### src/rtl/mux_pkt_arb.sv
// mux_pkt_arb: packet-level round-robin arbiter for a 2:1 router output mux, with stall watchdog and per-port packet counters
module mux_pkt_arb #(
  parameter int TIMEOUT = 16,
  parameter int CNTW    = 16
) (
  input  logic            clk,
  input  logic            rst_,
  input  logic            ivalid_0,
  input  logic [1:0]      itype_0,
  input  logic            ivalid_1,
  input  logic [1:0]      itype_1,
  input  logic            ordy,
  output logic [1:0]      sel,
  output logic            ack_0,
  output logic            ack_1,
  output logic            busy,
  output logic            err_timeout,
  output logic [CNTW-1:0] pkt_cnt_0,
  output logic [CNTW-1:0] pkt_cnt_1
);
  localparam int SW = $clog2(TIMEOUT);
  localparam logic [1:0] HEAD = 2'b01, TAIL = 2'b10;
  // state encoding doubles as the one-hot mux select
  typedef enum logic [1:0] {IDLE = 2'b00, LOCK0 = 2'b01, LOCK1 = 2'b10} state_t;
  state_t state, state_nx;
  logic last, last_nx, err_nx;
  logic [SW-1:0] stall, stall_nx;
  logic req_0, req_1, port, ack, fin, abort;
  always_comb begin
    req_0    = ivalid_0 && itype_0 == HEAD;
    req_1    = ivalid_1 && itype_1 == HEAD;
    port     = state == LOCK1;
    ack      = state != IDLE && (port ? ivalid_1 : ivalid_0) && ordy;
    fin      = ack && (port ? itype_1 : itype_0) == TAIL;
    abort    = state != IDLE && !ack && stall == SW'(TIMEOUT - 1);
    state_nx = state;
    last_nx  = last;
    err_nx   = 1'b0;
    stall_nx = '0;
    if (state == IDLE) begin
      if (req_0 && (!req_1 || last))
        state_nx = LOCK0;
      else if (req_1)
        state_nx = LOCK1;
    end else begin
      stall_nx = (ack || abort) ? '0 : stall + 1'b1;
      err_nx   = abort;
      if (fin || abort) begin
        state_nx = IDLE;
        last_nx  = port;
      end
    end
  end
  assign ack_0 = ack && !port;
  assign ack_1 = ack && port;
  assign sel   = state;
  assign busy  = state != IDLE;
  always_ff @(posedge clk or negedge rst_) begin
    if (!rst_) begin
      state       <= IDLE;
      last        <= 1'b1;
      stall       <= '0;
      err_timeout <= 1'b0;
      pkt_cnt_0   <= '0;
      pkt_cnt_1   <= '0;
    end else begin
      state       <= state_nx;
      last        <= last_nx;
      stall       <= stall_nx;
      err_timeout <= err_nx;
      if (fin && !port) pkt_cnt_0 <= pkt_cnt_0 + 1'b1;
      if (fin && port)  pkt_cnt_1 <= pkt_cnt_1 + 1'b1;
    end
  end
endmodule
### config.mk
export PLATFORM = sky130hd
export DESIGN_NAME = mux_pkt_arb
export DESIGN_NICKNAME = d
export VERILOG_FILES = /design/src/rtl/mux_pkt_arb.sv
export SDC_FILE = /design/constraint.sdc
export NUM_CORES = 1
export LEC_CHECK = 0
export CAP_MARGIN = 10
export CELL_PAD_IN_SITES_DETAIL_PLACEMENT = 0
export CELL_PAD_IN_SITES_GLOBAL_PLACEMENT = 1
export CORE_MARGIN = 1.5
export CORE_UTILIZATION = 36
export CTS_BUF_LIST = sky130_fd_sc_hd__clkbuf_8
export CTS_CLUSTER_SIZE = 28
export DETAILED_ROUTE_END_ITERATION = 8
export GPL_TIMING_DRIVEN = 1
export HOLD_SLACK_MARGIN = 0.1
export PLACE_DENSITY_LB_ADDON = 0.1
export SYNTH_ARGS = -nofsm -noshare
export SYNTH_HDL_FRONTEND = slang
export SYNTH_SLANG_ARGS = --single-unit
### constraint.sdc
create_clock -name clk -period 1.3 [get_ports clk]
set_input_delay 0.195 -clock clk [delete_from_list [all_inputs] [get_ports clk]]
set_output_delay 0.195 -clock clk [all_outputs]
set_load 0.1 [all_outputs]
==> flow_results.org, run 1 <==
** Floorplan
- The initialized floorplan defines 26 standard-cell rows.
- Area of the die :: 0.00568 sq mm
- The die is 75.3 um tall.
- The floorplan step defined a core boundary enclosing between 0.005 and 0.006 sq mm.
- Count of pins on the block boundary :: 47
- The die is between 70 and 80 um wide.
- For this configuration, the core starts out at a cell density of roughly 37%.

** Global routing
- Met2 layer usage reported by global route :: 29.6%
- In the global route stage, met1 resource usage came out at between 20 and 25%.
- The first global-routing pass estimated 7600 um of wire.
- Antenna violations before repair :: 0
- Pin count of the biggest net entering global routing :: 19
- Leftover overflow at the end of global routing :: 0
- GR peak layer :: met2
- Global-route usage over all layers :: between 15 and 20%
- The via count of the first global-routing pass was around 1700.
- Met3 Use GR :: under 10%

** Setup path
- Data arrives at the worst endpoint at 1380 ps.
- Critical path class :: flop to primary output
- Tracing the worst setup path back leads to its startpoint at sel[0].
- The signal on the critical path passes through buf_4 -> or2_4 -> buf_12.
- Worst r2r path cells :: 7
- Worst flop-to-flop path startpoint :: sel[0]
- Category of the worst setup path launch point :: flop
- Data on the critical path is required at its endpoint by between 1000 and 1500 ps.
- Last element of the critical path :: busy
- Along the worst path, the maximum fanout reaches 5.
- The largest individual stage delay along the critical path comes from the cell sky130_fd_sc_hd__dfrtp_4.
- Worst setup slack for register-to-register paths :: -250 ps
- Maximum cell stage delay along the critical path :: 510 ps
- CP endpoint kind :: primary output
- In this run the critical register-to-register path is captured at last.

** Final layout
- The layout has a little under 400 filler cells.
- Leaving out filler cells and counting taps, the final layout contains 340.
- Final Core Density :: 70.1%
- The repair_antennas step left the layout with diodes totalling 0.
- Compared with the post-synthesis result, the final layout area differs by 88.9%.
- For this run, the post-layout net count is 281.
- Of the cells placed in the final design, the portion with a size suffix greater than 1 is 61.1%.

** Placed design
- DP HPWL :: approximately 3400 um
- Counting tap cells, the placed design contains a total of around 320 instances.
- At the end of routability-driven placement, the weighted congestion stood at between 0.7 and 0.8.
- Input and output buffers added on the ports amount to 46.

** Yosys
- Mean instance size in the synthesized netlist :: roughly 12 sq um
- After synthesis the cells add up to 0.00188 sq mm.
- Ys flop type :: sky130_fd_sc_hd__dfrtp_1
- Cell taking the most area after synthesis :: sky130_fd_sc_hd__dfrtp_1
- Synthesis produced approximately 160 cells.
- Post-synthesis sequential area ratio :: between 50% and 60%
- Yosys warnings :: 0
- sky130_fd_sc_hd__dfrtp_1 is the most common cell in the netlist.
- Largest cells by area after synthesis :: sky130_fd_sc_hd__dfrtp_1 52%, sky130_fd_sc_hd__xnor2_1 10%, sky130_fd_sc_hd__xor2_1 4.2%, sky130_fd_sc_hd__nand3_1 4.0%, sky130_fd_sc_hd__nor2_1 3.0%
- Number of synthesized flops with an enable pin :: 0
- Syn Nets :: 175
- In this run, distinct cell masters in the synthesized netlist total 34.
- Flops & latches, synth :: 40
- Of the post-synthesis cell area, the dominant cell type holds 51.8%.
- Cell types with the highest counts after synthesis :: 39 x sky130_fd_sc_hd__dfrtp_1, 22 x sky130_fd_sc_hd__xnor2_1, 15 x sky130_fd_sc_hd__nand3_1, 15 x sky130_fd_sc_hd__nor2_1, 13 x sky130_fd_sc_hd__nand2_1
- For this run, asynchronously set or reset flops after synthesis account for 100%.

** Drt
- The final layout contains routed wiring with a total length of between 4000 and 5000 um.
- The pre-antenna-repair detailed-routing pass consisted of 4 iterations.
- After detailed routing, the number of vias per cell comes to about 4.7.
- After detailed routing, the average wire length per cell comes to roughly 13 um.
- Vias post-DR :: 1612
- Detail Route Antenna Nets :: 0
- In this run, the number of DRC markers left after iteration 0 of detailed routing was 77.
- Drc violations :: 0

** CTS
- For the worst-skew pair, the clock arrives at the later sink with an insertion delay of approximately 290 ps.
- TritonCTS created 5 clock buffers.
- Clock-pin slew was measured on the worst setup and hold paths at approximately 70 ps.
- Clock tree synthesis found a total of 40 sinks.
- In this run the deepest clock path goes through 2 buffers.
- Clock tree from TritonCTS :: yes
- The tree is rooted in a sky130_fd_sc_hd__clkbuf_8.
- Maximum level of the CTS H-tree :: 2

** Timing
- Final Hold Violating Endpoints :: 0
- Setup repair after global routing could not meet its margin everywhere.
- Setup violations remaining at the end of the flow were counted as 38.
- Least setup slack across all paths after layout :: -278 ps
- For the pin with the worst max-slew slack, the measured transition is around 410 ps.
- Worst slew slack as a fraction of its limit :: between 70 and 80%
- Achievable clock frequency :: between 0.6 and 0.7 GHz
- Of the available clock period, the critical path in the final layout requires 121%.
- Final max-slew violation count :: 0
- Shortest clock period the worst path allows after layout :: 1580 ps
- For the final database, setup skew stands at about 3.2 ps.

** Power
- Clock power share :: 16.5%
- Cell leakage power :: about 1.6 nW
- Internal power summed over all cells :: roughly 3 mW
- Worst ir drop on vdd :: around 1400 uV
- Sequential group share of total power :: approximately a third
- Net switching power :: 2.10 mW
- Net switching is between 40% and 50% of the power.
- Share of power burned in combinational logic :: about 50%
- Power density relative to cell area :: 1450 mW/mm^2

** Outcome
- The run finished, with violations left.
- The final reports fail on setup timing.

** Run
- Max-Cap Viols :: 0

** Hold path
- The path class of the tightest hold or removal check is input pin to asynchronous set/reset pin.
[power groups by stage]
| stage | combinational [mW] | sequential, mW | clock (mW) |
|---|---|---|---|
| 6_report | 2.63 | 1.68 | 0.848 |
| 5_1_grt | 2.74 | 1.70 | 0.920 |
| 4_1_cts | 2.54 | 1.66 | 0.876 |
| 3_5_place_dp | 2.27 | 1.70 | 0 |
| 3_3_place_gp | 2.22 | 1.69 | 0 |
| 2_1_floorplan | 0.643 | 2.36 | 0 |
[cell families after synthesis]
kind of cell	after synthesis	share of synthesized area (%)
buf+inv	7	1.79
compound gates	6	2.46
mux	4	2.32
fa+ha+maj	3	1.99
simple gates	71	23.0
flops	40	53.2
xor+xnor	32	15.3
[layer usage]
| layer | vias up | share of wire, % | wire [um] |
|---|---|---|---|
| li1 | 769 | - | - |
| met1 | 797 | 41 | 1870 |
| met2 | 38 | 54 | 2440 |
| met3 | 8 | 3.7 | 170 |
| met4 | 0 | 1.6 | 75 |
| met5 | - | 0 | 0 |
[how the worst min path moves through the flow]
stage,startpoint,end,slack [ps],depth (start not counted)
after floorplan,rst_,err_timeout,-100,0
after global placement,rst_,pkt_cnt_0[4],140,1
after detailed placement,rst_,pkt_cnt_0[3],150,1
after CTS,rst_,pkt_cnt_0[15],380,2
after global routing,rst_,pkt_cnt_0[15],390,2
final,rst_,pkt_cnt_0[3],360,2
[cell usage in the layout, fill, tap and decap left out, types with 2 or more instances in the layout]
| master | netlist | layout |
|---|---|---|
| sky130_fd_sc_hd__nor2_1 | 15 | 9 |
| sky130_fd_sc_hd__dlymetal6s2s_1 | 0 | 2 |
| sky130_fd_sc_hd__and3_1 | 2 | 2 |
| sky130_fd_sc_hd__clkdlybuf4s50_1 | 0 | 4 |
| sky130_fd_sc_hd__dfrtp_4 | 0 | 13 |
| sky130_fd_sc_hd__buf_6 | 1 | 15 |
| sky130_fd_sc_hd__dfrtp_2 | 0 | 17 |
| sky130_fd_sc_hd__nor2_4 | 0 | 3 |
| sky130_fd_sc_hd__or2_4 | 0 | 2 |
| sky130_fd_sc_hd__inv_1 | 6 | 4 |
| sky130_fd_sc_hd__buf_12 | 0 | 38 |
| sky130_fd_sc_hd__dfrtp_1 | 39 | 9 |
| sky130_fd_sc_hd__nand3_1 | 15 | 10 |
| sky130_fd_sc_hd__xnor2_1 | 22 | 22 |
| sky130_fd_sc_hd__nand2_1 | 13 | 11 |
| sky130_fd_sc_hd__ha_1 | 3 | 2 |
| sky130_fd_sc_hd__nor3_4 | 3 | 4 |
| sky130_fd_sc_hd__nor2_2 | 0 | 3 |
| sky130_fd_sc_hd__and4_1 | 3 | 3 |
| sky130_fd_sc_hd__clkbuf_8 | 0 | 6 |
| sky130_fd_sc_hd__xor2_1 | 9 | 9 |
| sky130_fd_sc_hd__mux2_2 | 3 | 3 |
| sky130_fd_sc_hd__clkinv_2 | 0 | 2 |
| sky130_fd_sc_hd__nand2_2 | 0 | 2 |
| sky130_fd_sc_hd__nand3_2 | 1 | 5 |
| sky130_fd_sc_hd__nand4_1 | 7 | 7 |
| sky130_fd_sc_hd__clkinvlp_4 | 0 | 2 |
| sky130_fd_sc_hd__buf_4 | 0 | 38 |
[what timing repair did]
action	CTS	global route
hold endpoints to repair	16	0
gates cloned	0	0
hold buffers	1	0
endpoints found under the setup margin	44	53
gates resized for setup	23	17
pin swaps	20	14
setup buffers	8	5
[per-stage QoR]
stage | area, sq um | power (mW) | setup TNS [ps] | hold slack [ps] | worst slack (ps)
after global placement | 3200 | 3.91 | -14480 | 143 | -440
after CTS | 3460 | 5.07 | -6090 | 377 | -284
after floorplan | 1990 | 3.01 | -13190 | -101 | -676
after detailed placement | 3200 | 3.96 | -15470 | 151 | -480
final | 3560 | 5.15 | -5970 | 363 | -278
after global routing | 3560 | 5.36 | -8680 | 388 | -310
[state kept, by name, summed over array words and instances (netlist names)]
signal and cells:
last 1, err_timeout 1, stall 4, sel 2, pkt_cnt_0 16, pkt_cnt_1 16
[layout make-up]
cell class | instances | area [sq um] | area share (%)
Clock inverter | 2 | 10.0 | 0.281
Timing Repair Buffer | 100 | 1300 | 36.6
Sequential cell | 40 | 1070 | 30.1
Clock buffer | 6 | 82.6 | 2.32
Tap cell | 70 | 87.6 | 2.46
Multi-Input combinational cell | 116 | 973 | 27.3
Inverter | 6 | 30.0 | 0.844
[critical path, delay by kind of cell, from the launching register on]
kind / cells / cell delay [ps]
and+or+nand+nor: 1 / 260
buffers and inverters: 2 / 330
DFF: 1 / 510
(Power assumes the default switching activity.)
==> inputs of run 2 (changes only) <==
--- a/config.mk
+++ b/config.mk
@@ -5,11 +5,12 @@
 export SDC_FILE = /design/constraint.sdc
 export NUM_CORES = 1
 export LEC_CHECK = 0
+export ABC_AREA = 1
 export CAP_MARGIN = 10
 export CELL_PAD_IN_SITES_DETAIL_PLACEMENT = 0
 export CELL_PAD_IN_SITES_GLOBAL_PLACEMENT = 1
 export CORE_MARGIN = 1.5
-export CORE_UTILIZATION = 36
+export CORE_UTILIZATION = 35
 export CTS_BUF_LIST = sky130_fd_sc_hd__clkbuf_8
 export CTS_CLUSTER_SIZE = 28
 export DETAILED_ROUTE_END_ITERATION = 8
==> run 2 against run 1 <==
  * Global-route usage increased by 0.92 points
  * Non-clock buffer count increased by 14
  * Critical path depth increased by 3
  * Combinational power increased by 110%
  * Core utilization decreased by 6.8 points
  * Flip-flop and latch count unchanged
  * Critical path type unchanged
  * Total power increased by 66%
  * First-iteration DRC count decreased by 17%
  * Wire length increased by 42%
  * Clock power increased by 6.2%
  * Sequential power increased by 24%
  * Die area increased by 30%
  * Largest cell class unchanged
  * The run still ends with setup timing left
==> flow_results.org, run 2 <==
** Yosys
- Syn Nets :: 349 (+99%)
- Cell types with the highest counts after synthesis :: 140 x sky130_fd_sc_hd__nand2_1, 43 x sky130_fd_sc_hd__nor2_1, 39 x sky130_fd_sc_hd__dfrtp_1, 34 x sky130_fd_sc_hd__inv_1, 21 x sky130_fd_sc_hd__nand3_1
- The fraction of post-synthesis cell area in the top cell type by area came to 40.5% (-11 points).
- The synthesis warning total is 0 (unchanged).
- Number of synthesized flops with an enable pin :: 0 (unchanged)
- The async set-or-reset flop fraction in the synthesized netlist was 100% (unchanged).
- Cell count after synthesis :: 337 (+110%)
- Post-synth design cell area :: 0.00241 sq mm (+28%)
- Cell taking the most area after synthesis :: sky130_fd_sc_hd__dfrtp_1
- The number of distinct library cells after synthesis is 24 (-29%).
- Mean instance size in the synthesized netlist :: 7.15 sq um (-38%)
- Flops & latches, synth :: 40 (unchanged)
- Largest cells by area after synthesis :: sky130_fd_sc_hd__dfrtp_1 41%, sky130_fd_sc_hd__nand2_1 22%, sky130_fd_sc_hd__nor2_1 6.7%, sky130_fd_sc_hd__inv_1 5.3%, sky130_fd_sc_hd__nand3_1 4.4%
- Ys flop type :: sky130_fd_sc_hd__dfrtp_1
- The sequential fraction of the synthesis area is 41.6% (-12 points).
- sky130_fd_sc_hd__nand2_1 is the most common cell in the netlist.

** Floorplan
- Starting Density :: 35.8% (-1.3 points)
- The width of the chip was 86.0 um (+14%).
- Area of the die :: 0.00739 sq mm (+30%)
- The top-level port count came to 47 (unchanged).
- Vert. Die Dim :: 86.0 um (+14%)
- The number of cell rows is 30 (+15%).
- The floorplan core area was 0.00672 sq mm (+32%).

** Power
- The worst IR drop on VDD is 1370 uV (-1.9%).
- The proportion of total power due to net switching came to 49.4% (+8.7 points).
- The total power came to 8.56 mW (+66%).
- Power density relative to cell area :: 2010 mW/mm^2 (+39%)
- Sequential group share of total power :: 24.3% (-8.2 points)
- Net switching power :: 4.23 mW (+100%)
- Internal power summed over all cells :: 4.33 mW (+42%)
- The standby leakage power is 1.98 nW (+26%).
- The clock share of power was 10.5% (-6.0 points).
- Share of power burned in combinational logic :: 65.1% (+14 points)

** Setup path
- Data required time of the worst path :: 1110 ps (about the same)
- The maximum fanout along the worst path was 3 (-2).
- Critical path class :: flop to primary output
- The worst setup path is captured at a primary output.
- Data arrival time of the critical path :: 1470 ps (+90 ps)
- Category of the worst setup path launch point :: flop

** Timing
- The final-report hold violation count was 0 (unchanged).
- Worst hold slack across all endpoints :: 386 ps (+23.1 ps)
- Least-Margin Pin Slew :: 290 ps (-122 ps)
- Post-route clock period utilization :: 128% (+7.1 points)
- The shortest period the worst path allows was 1670 ps (+91.7 ps).
- Final worst clock skew :: 12.3 ps (+9.12 ps)
- The final worst-path setup slack came to -370 ps (-91.7 ps).
- The number of failing setup endpoints in the final timing report is 44 (+16%).
- The maximum frequency from static timing analysis came to 0.599 GHz (-5.5%).
- RSZ-0062 raised after global routing :: true
- Final max-slew violation count :: 0 (unchanged)
- The setup total negative slack came to -11520 ps (-5550 ps).
- The relative slew slack is 80.6% (+8.1 points).

** Drt
- The count of TritonRoute iterations in the first routing pass is 4 (unchanged).
- Drc violations :: 0 (unchanged)
- The final routed wirelength across all metal layers is 6440 um (+42%).
- The routed wire length per instance is 12.0 um (-10%).
- The routed via count came to 2439 (+51%).
- The number of DRC violations after detailed-routing iteration 0 was 64 (-17%).
- The via-per-instance ratio was 4.55 (-4.0%).
- The number of routed nets with antenna violations was 0 (unchanged).

** Global routing
- The number of antenna violations at the first check in global routing is 0 (unchanged).
- Global-route usage over all layers :: 18.8% (+0.92 points)
- Number of global-route vias before repair :: 2385 (+42%)
- Pin count of the biggest net entering global routing :: 41 (+22)
- The wire length of the first global-routing pass is 11100 um (+46%).
- Leftover overflow at the end of global routing :: 0 (unchanged)

** Final layout
- Top flop regs :: pkt_cnt_0 (16), pkt_cnt_1 (16), stall (4)
- The number of antenna cells inserted is 0 (unchanged).
- The library cell used most frequently in the layout, excluding fill and tap cells, is sky130_fd_sc_hd__nand2_1.
- Relative to the synthesized area, the layout overhead comes to 76.7%.
- The top cell types in the final layout, fill and taps aside, are 127 x sky130_fd_sc_hd__nand2_1, 43 x sky130_fd_sc_hd__buf_12, 43 x sky130_fd_sc_hd__buf_4.
- The share of cells above drive strength 1 was 41.0% (-20 points).
- Final Net Count :: 467 (+66%)
- The post-route standard cell area excluding fillers is 0.00426 sq mm (+20%).

** Placed design
- Count of buffers inserted at the top-level ports :: 46 (unchanged)
- DP HPWL :: 4530 um (+33%)
- GPL Wtd Cong :: 0.789 (-0.10%)
- Cell area after placement :: 0.00381 sq mm (+19%)

** CTS
- The sink count of the clock tree was 40 (unchanged).
- Clock slew seen by the registers of the worst setup and hold paths :: 90 ps (+20 ps)
- The largest buffer count on any clock path came to 2 (unchanged).
- Clock tree from TritonCTS :: yes
- Skew-Pair Late Insertion Delay :: 300 ps (about the same)
- Cell at the root of the clock tree :: sky130_fd_sc_hd__clkbuf_8
- The H-tree depth reported by CTS came to 2 (unchanged).
- The number of buffers inserted during clock tree synthesis is 5 (unchanged).

** Outcome
- The checks that failed: setup timing.
- The flow ran to the end, but the final reports show violations.

** Hold path
- Hold WC Path Type :: input pin to asynchronous set/reset pin

** Run
- The number of violations of the max-capacitance limit was 0 (unchanged).
-- run 2: cell count changes after synthesis, sizes merged, moves of 8 or more --
cell / previous run / this run
inv: 6 / 36
nand2: 13 / 142
nand3: 16 / 24
nor2: 15 / 44
o21ai: 2 / 20
xnor2: 22 / 4
-- run 2: through the flow --
| stage | instances | setup slack (ps) | util (%) |
|---|---|---|---|
| finish | 536 | -370 | 63.4 |
| global route | 536 | -427 | 63.4 |
| CTS | 531 | -380 | 62.0 |
| detailed placement | 508 | -359 | 56.8 |
| global placement | 508 | -351 | 56.8 |
| floorplan | 337 | -571 | - |
-- run 2: routing by layer --
metal	GRT usage [%]	share of wire [%]
met5	0	0
met4	5.28	0.99
met3	2.60	2.5
met2	32.2	49
met1	24.7	47
-- run 2: timing repair --
action	CTS	global route
pin swaps	5	4
setup endpoints to repair	52	51
resized for setup	29	19
endpoints found under the hold margin	39	0
hold buffers	1	0
gates cloned	2	0
buffers inserted	13	6
-- run 2: logic make-up (layout without fill, tap and decap cells) --
| family | count (synthesis) | after routing | share of synthesized area [%] |
|---|---|---|---|
| fa+ha+maj | 3 | 3 | 1.56 |
| flops | 40 | 40 | 41.6 |
| buf+inv | 40 | 159 | 7.32 |
| xor+xnor | 14 | 14 | 5.09 |
| compound gates | 20 | 20 | 5.40 |
| simple gates | 220 | 220 | 39.0 |
-- run 2: final timing paths --
check	startpoint	end	slack, ps	cells after the start
worst max-delay path	sel[0]	ack_0	-370	6
worst min-delay path	rst_	pkt_cnt_1[5]	390	3
worst max register to register	sel[0]	pkt_cnt_0[5]	-320	10
worst min register to register	stall[0]	stall[0]	470	1
max in group asynchronous	rst_	last	650	3
min in group clk	stall[0]	stall[0]	470	1
-- run 2: final cells by class --
class                   count  area (sq um)
clock buffers               6          82.6
clock inverters             2          10.0
fillers                   572          2460
inverters                  36           145
multi-input cells         257          1350
flip-flops and latches     40          1070
well taps                  80           100
repair buffers            114          1500
repair inverters            1          8.76
-- run 2: critical path: stages (launching register included) --
cell and delay (ps):
sky130_fd_sc_hd__dfrtp_4 490, sky130_fd_sc_hd__inv_4 70, sky130_fd_sc_hd__nand2_4 60, sky130_fd_sc_hd__o21ai_4 160
sky130_fd_sc_hd__nand2_4 100, sky130_fd_sc_hd__nor2_4 140, sky130_fd_sc_hd__buf_12 180
-- run 2: power by group through the flow --
stage | registers [mW] | clock network (mW) | logic (mW)
after floorplan | 3.88 | 0 | 1.18
after global placement | 2.09 | 0 | 5.08
after detailed placement | 2.09 | 0 | 5.12
after CTS | 2.08 | 0.929 | 5.50
after global routing | 2.14 | 0.979 | 5.86
final | 2.08 | 0.901 | 5.58
